`src/rtl/alu_pkg.sv`:
```
// Shared ALU encodings and the flag vector reported by the add/subtract pipe.
package alu_pkg;

  localparam logic ALU_OP_ADD = 1'b0;
  localparam logic ALU_OP_SUB = 1'b1;

  typedef struct packed {
    logic carry_out;
    logic overflow;
    logic zero;
    logic negative;
  } alu_flags_t;

endpackage

```
`src/rtl/addsub_seg.sv`:
```
// One registered carry segment: SEG_W-bit sum plus carry-out, loaded only when enabled.
module addsub_seg
  import alu_pkg::*;
#(
  parameter int SEG_W = 16
) (
  input  logic             clk,
  input  logic             rst,
  input  logic             i_en,
  input  logic [SEG_W-1:0] i_a,
  input  logic [SEG_W-1:0] i_b,
  input  logic             i_cin,
  output logic [SEG_W-1:0] o_sum,
  output logic             o_cout
);

  logic [SEG_W:0] w_full;
  logic [SEG_W:0] r_full;

  assign w_full = {1'b0, i_a} + {1'b0, i_b} + {{SEG_W{1'b0}}, i_cin};

  always_ff @(posedge clk or posedge rst) begin
    if (rst)       r_full <= '0;
    else if (i_en) r_full <= w_full;
  end

  assign o_sum  = r_full[SEG_W-1:0];
  assign o_cout = r_full[SEG_W];

endmodule

```
`src/rtl/addsub_pipe.sv`:
```
// Pipelined add/subtract: the carry chain is cut into STAGES registered segments,
// upper operand segments ride along the pipe and finished low segments are skew-delayed.
module addsub_pipe
  import alu_pkg::*;
#(
  parameter int WIDTH  = 64,
  parameter int STAGES = 4
) (
  input  logic             clk,
  input  logic             rst,
  input  logic             in_valid,
  output logic             in_ready,
  input  logic [WIDTH-1:0] a,
  input  logic [WIDTH-1:0] b,
  input  logic             sub,
  input  logic             c_in,
  output logic             out_valid,
  input  logic             out_ready,
  output logic [WIDTH-1:0] result,
  output logic             carry_out,
  output logic             overflow,
  output logic             zero,
  output logic             negative
);

  localparam int SEG_W = WIDTH / STAGES;

  logic              w_adv;
  logic [STAGES:1]   r_vld;
  logic [STAGES:0]   vld_pipe;
  logic [STAGES-1:0] w_en;

  // Index k = inputs to / registers of stage k; index 0 sources come straight from the ports.
  logic [WIDTH-1:0]  w_a_src [STAGES];
  logic [WIDTH-1:0]  w_b_src [STAGES];
  logic [WIDTH-1:0]  w_r_src [STAGES];
  logic [STAGES-1:0] w_c_src;
  logic [STAGES-1:0] w_sub_src;

  logic [WIDTH-1:0]  r_a     [STAGES];
  logic [WIDTH-1:0]  r_b     [STAGES];
  logic [WIDTH-1:0]  r_lo    [STAGES];
  logic [STAGES-1:0] r_sub;
  logic [SEG_W-1:0]  w_sum   [STAGES];
  logic [STAGES-1:0] w_cout;
  logic [WIDTH-1:0]  w_res   [STAGES];
  logic              r_seen;
  alu_flags_t        w_flags;

  assign vld_pipe  = {r_vld, in_valid};
  assign out_valid = r_vld[STAGES];
  assign w_adv     = !out_valid || out_ready;
  assign in_ready  = w_adv;
  assign w_en      = {STAGES{w_adv}} & vld_pipe[STAGES-1:0];

  always_comb begin
    for (int k = 0; k < STAGES; k++) begin
      w_res[k] = r_lo[k];
      w_res[k][k*SEG_W +: SEG_W] = w_sum[k];
    end
  end

  always_comb begin
    w_a_src[0]   = a;
    w_b_src[0]   = (sub == ALU_OP_SUB) ? ~b : b;
    w_c_src[0]   = (sub == ALU_OP_SUB) ? ~c_in : c_in;
    w_sub_src[0] = sub;
    w_r_src[0]   = '0;
    for (int k = 1; k < STAGES; k++) begin
      w_a_src[k]   = r_a[k-1];
      w_b_src[k]   = r_b[k-1];
      w_c_src[k]   = w_cout[k-1];
      w_sub_src[k] = r_sub[k-1];
      w_r_src[k]   = w_res[k-1];
    end
  end

  for (genvar k = 0; k < STAGES; k++) begin : g_seg
    addsub_seg #(.SEG_W(SEG_W)) u_seg (
      .clk   (clk),
      .rst   (rst),
      .i_en  (w_en[k]),
      .i_a   (w_a_src[k][k*SEG_W +: SEG_W]),
      .i_b   (w_b_src[k][k*SEG_W +: SEG_W]),
      .i_cin (w_c_src[k]),
      .o_sum (w_sum[k]),
      .o_cout(w_cout[k])
    );
  end

  // Data registers load only with a valid beat, so the last result stays put once the pipe drains.
  always_ff @(posedge clk or posedge rst) begin
    if (rst) begin
      r_vld  <= '0;
      r_sub  <= '0;
      r_seen <= 1'b0;
      for (int k = 0; k < STAGES; k++) begin
        r_a[k]  <= '0;
        r_b[k]  <= '0;
        r_lo[k] <= '0;
      end
    end else begin
      if (w_adv)           r_vld  <= vld_pipe[STAGES-1:0];
      if (w_en[STAGES-1])  r_seen <= 1'b1;
      for (int k = 0; k < STAGES; k++) begin
        if (w_en[k]) begin
          r_a[k]   <= w_a_src[k];
          r_b[k]   <= w_b_src[k];
          r_lo[k]  <= w_r_src[k];
          r_sub[k] <= w_sub_src[k];
        end
      end
    end
  end

  assign result = w_res[STAGES-1];

  // zero is held low until the first beat lands so the cleared result does not read as zero.
  always_comb begin
    w_flags.carry_out = r_sub[STAGES-1] ? ~w_cout[STAGES-1] : w_cout[STAGES-1];
    w_flags.overflow  = (r_a[STAGES-1][WIDTH-1] ^ result[WIDTH-1]) &
                        ~(r_a[STAGES-1][WIDTH-1] ^ r_b[STAGES-1][WIDTH-1]);
    w_flags.zero      = r_seen & ~|result;
    w_flags.negative  = result[WIDTH-1];
  end

  assign carry_out = w_flags.carry_out;
  assign overflow  = w_flags.overflow;
  assign zero      = w_flags.zero;
  assign negative  = w_flags.negative;

endmodule

```
`config.mk`:
```
export PLATFORM = sky130hd
export DESIGN_NAME = addsub_pipe
export DESIGN_NICKNAME = d
export VERILOG_FILES = /design/src/rtl/alu_pkg.sv /design/src/rtl/addsub_seg.sv /design/src/rtl/addsub_pipe.sv
export SDC_FILE = /design/constraint.sdc
export NUM_CORES = 1
export LEC_CHECK = 0
export CAP_MARGIN = 10
export CORE_ASPECT_RATIO = 1.4
export CORE_MARGIN = 3
export CORE_UTILIZATION = 55
export DETAILED_ROUTE_END_ITERATION = 10
export HOLD_SLACK_MARGIN = 0.05
export PLACE_DENSITY_LB_ADDON = 0.15
export SETUP_SLACK_MARGIN = 0.02
export SYNTH_ARGS = -nofsm -noshare
export SYNTH_HDL_FRONTEND = slang
export SYNTH_SLANG_ARGS = --single-unit
export TNS_END_PERCENT = 50
```
`constraint.sdc`:
```
create_clock -name clk -period 18.25 [get_ports clk]
set_input_delay 5.475 -clock clk [delete_from_list [all_inputs] [get_ports clk]]
set_output_delay 5.475 -clock clk [all_outputs]
set_load 0.005 [all_outputs]
```
==> impl_metrics.csv <==
group,metric,value,unit
cts,clkLatencyLatePin,530,ps
cts,postCtsSetupBuffers,0,
setup_path,reg2reg_depth,5,
grt,grt_pass1_vias,11460,
grt,grt_pass1_wl,58020,um
power_and_ir_drop,ir_drop,0.08130,mV
synth,synth_area_leader_cell,"dfrtp_1",
synth,synth_edf_count,0,
setup_path,rr_endpoint,"r_a[218]$_DFFE_PP0P_",
placement,gp_congestion,0.8771,
synth,synthDistinctLibCells,61,
sta,timing.setup.tns,0,ps
cts,h-tree-depth,2,
synth,avgSynthCellArea,12.06,um2
floorplanning,die-area,0.03393,mm2
setup_path,worstSetupPathType,"in -> out",
routing,drcViolationCount,0,
routing,vias,11170,
setup_path,crit_path_end,"in_ready",
sta,hold_violations,0,
setup_path,crit_start,"out_ready",
sta,slew-limit-headroom,0.3120,
setup_path,reg2reg_from,"r_vld[4]$_DFFE_PP0N_",
routing,initialDrtViolationCount,486,
synth,synth_fa_ha_area_frac,0.05220,
floorplanning,initial_utilization,0.5629,
setup_path,cp_max_fo,2,
placement,dp_worst_setup_slack,6218,ps
sta,final_max_slew_viol_count,0,
cells_and_area,syn_to_final_growth,18.44,%
floorplanning,core_region_area,0.03100,mm2
synth,syn_area,0.01745,mm2
synth,synth_compound_area_frac,0.09028,
grt,antenna_found_initial,0,
synth,synth_nets,1649,
synth,yosys_warnings,0,
grt,groute.usage.overall,0.2122,
sta,worst_slew_pin_slew,1032,ps
cts,path_clk_slew,60,ps
cells_and_area,ff_latch_area,0.009184,mm2
floorplanning,chipHeight,216.8,um
grt,grt_max_degree,101,
setup_path,cp.arrival,6550,ps
routing,wirelength,35750,um
synth,ys_ff_latch,367,
hold_path,hold_start,"r_seen$_DFFE_PP0P_",
synth,ys_seq_area_frac,0.5263,
cts,ctsResizeCount,0,
floorplanning,io_pins,204,
sta,fin_skew,16.64,ps
floorplanning,rows,76,
cells_and_area,nFillCells,2324,
placement,numPortBuffers,203,
setup_path,end_kind,"primary output",
synth,synth-main-ff-cell,"dfrtp_1",
cells_and_area,multi_input_area,0.007590,mm2
cts,cts_hold_buf,0,
synth,synth_top_family_by_area,"multiplexers",
sta,timing.final.crit_share,0.6591,
cells_and_area,drive_above_1_share,0.2095,
synth,yosysTopAreaCellShare,0.5263,
floorplanning,die_w,156.5,um
placement,hpwl,24870,um
cts,clockBufferDepth,3,
cts,tritoncts,"yes",
power_and_ir_drop,p_per_area,177.3,mW/mm2
cts,cts_root_buf,"clkbuf_16",
routing,dr.pass1.iters,4,
synth,synthSimpleGateAreaFrac,0.07515,
routing,wl_per_cell,17.85,um
cts,cts_made_buffers,37,
grt,overflow,0,
synth,ys_top_cells_by_area,"dfrtp_1 (53%), mux2_2 (16%), ha_1 (4.3%)",
synth,synthXorXnorAreaFrac,0.05120,
sta,fin_crit,12030,ps
hold_path,min_path_type,"reg -> reg",
setup_path,rrSetupSlack,15340,ps
setup_path,start_kind,"input pin",
power_and_ir_drop,p_leak,9.015,nW
synth,async_flop_share,1.000,
sta,rsz0062_at_grt,"no",
cells_and_area,nNetsFinal,1788,
cts,cts_sinks,367,
sta,setup_slack,6222,ps
run_status,outcome,"complete, no violations",
setup_path,crit_required,12770,ps
hold_path,worstHoldPathCells,1,
cells_and_area,antennaDiodeCount,0,
synth,synth.area.mux_share,0.1644,
sta,setup_viol,0,
routing,postRouteAntennaNets,0,
routing,viasPerCell,5.575,
job,cap_viol_max_count,0,
synth,synthCells,1447,
sta,fmax,83.14,MHz
## final cells by class
class / count / area share
Sequential cell: 367 / 0.4444
Multi-Input combinational cell: 948 / 0.3672
Timing Repair Buffer: 214 / 0.1022
Clock buffer: 60 / 0.05733
Tap cell: 390 / 0.02361
Inverter: 18 / 0.003632
Clock inverter: 6 / 0.001635
## synth_stat cells, types with 5 or more instances
cell / number
a211oi_1: 10
a21o_1: 20
a21oi_1: 33
a31oi_1: 10
and3_1: 10
buf_1: 15
buf_2: 15
buf_4: 49
clkbuf_1: 34
dfrtp_1: 367
fa_1: 8
ha_1: 60
inv_1: 18
mux2_2: 253
nand2_1: 124
nand2b_1: 8
nand3_1: 16
nand4_1: 7
nor2_1: 32
nor3_1: 11
nor3b_1: 11
nor4_1: 17
nor4b_1: 6
o21a_1: 12
o21ai_0: 120
o21bai_1: 10
o31ai_1: 7
or4_1: 5
xnor2_1: 65
xor2_1: 37
## layout by cell type (no fill, tap or decap), types with 32 or more instances in the layout
master           count
dfrtp_1            367
mux2_2             253
clkdlybuf4s50_1    202
nand2_1            120
o21ai_0            120
xnor2_1             65
ha_1                60
clkbuf_16           39
xor2_1              37
a21oi_1             33
nor2_1              32
## state kept, by name, summed over array words and instances (netlist names)
signal	cells
result	48
r_vld	4
r_sub	4
r_seen	1
g_seg.u_seg.r_full	68
r_a	97
r_lo	48
r_b	97
## how the worst min path moves through the flow
stage / endpoint
floorplan: r_seen$_DFFE_PP0P_
global route: g_seg[1].u_seg.r_full[14]$_DFFE_PP0P_
CTS: g_seg[1].u_seg.r_full[14]$_DFFE_PP0P_
detailed placement: r_seen$_DFFE_PP0P_
finish: r_seen$_DFFE_PP0P_
global placement: r_seen$_DFFE_PP0P_
## through the flow
| stage | area (um2) | hold WS, ps | power [mW] | utilization | cells |
|---|---|---|---|---|---|
| after CTS | 20670 | 478.7 | 3.704 | 0.6667 | 2003 |
| after floorplan | 17450 | 425.5 | 2.499 | - | 1447 |
| final | 20670 | 471.2 | 3.665 | 0.6667 | 2003 |
| after global placement | 19450 | 442.6 | 2.876 | 0.6274 | 1937 |
| after global routing | 20670 | 504.1 | 3.932 | 0.6667 | 2003 |
| after detailed placement | 19450 | 444.5 | 2.936 | 0.6274 | 1937 |
## power by group
| group | internal, mW | switching (mW) |
|---|---|---|
| combinational | 0.794 | 0.709 |
| sequential | 1.18 | 0.233 |
| clock | 0.444 | 0.306 |
| total | 2.42 | 1.25 |
## critical path, stage by stage
cell and delay, ps:
clkdlybuf4s50_1 450, nand2b_1 120, clkdlybuf4s50_1 510
## layer usage
metal | routed length [um] | global-route usage | up-vias
met2 | 18100 | 0.3653 | 231
met4 | 1082 | 0.07066 | 0
met5 | 0 | 0 | -
met3 | 1382 | 0.03362 | 74
met1 | 15180 | 0.2742 | 5495
li1 | - | - | 5367
## kinds of logic (layout without fill, tap and decap cells)
| logic type | count (synthesis) | after routing |
|---|---|---|
| flops | 367 | 367 |
| simple gates | 269 | 269 |
| mux | 255 | 255 |
| compound gates | 254 | 254 |
| buf+inv | 132 | 298 |
| xor+xnor | 102 | 102 |
| fa+ha+maj | 68 | 68 |
Power figures use the tool's default switching activity.
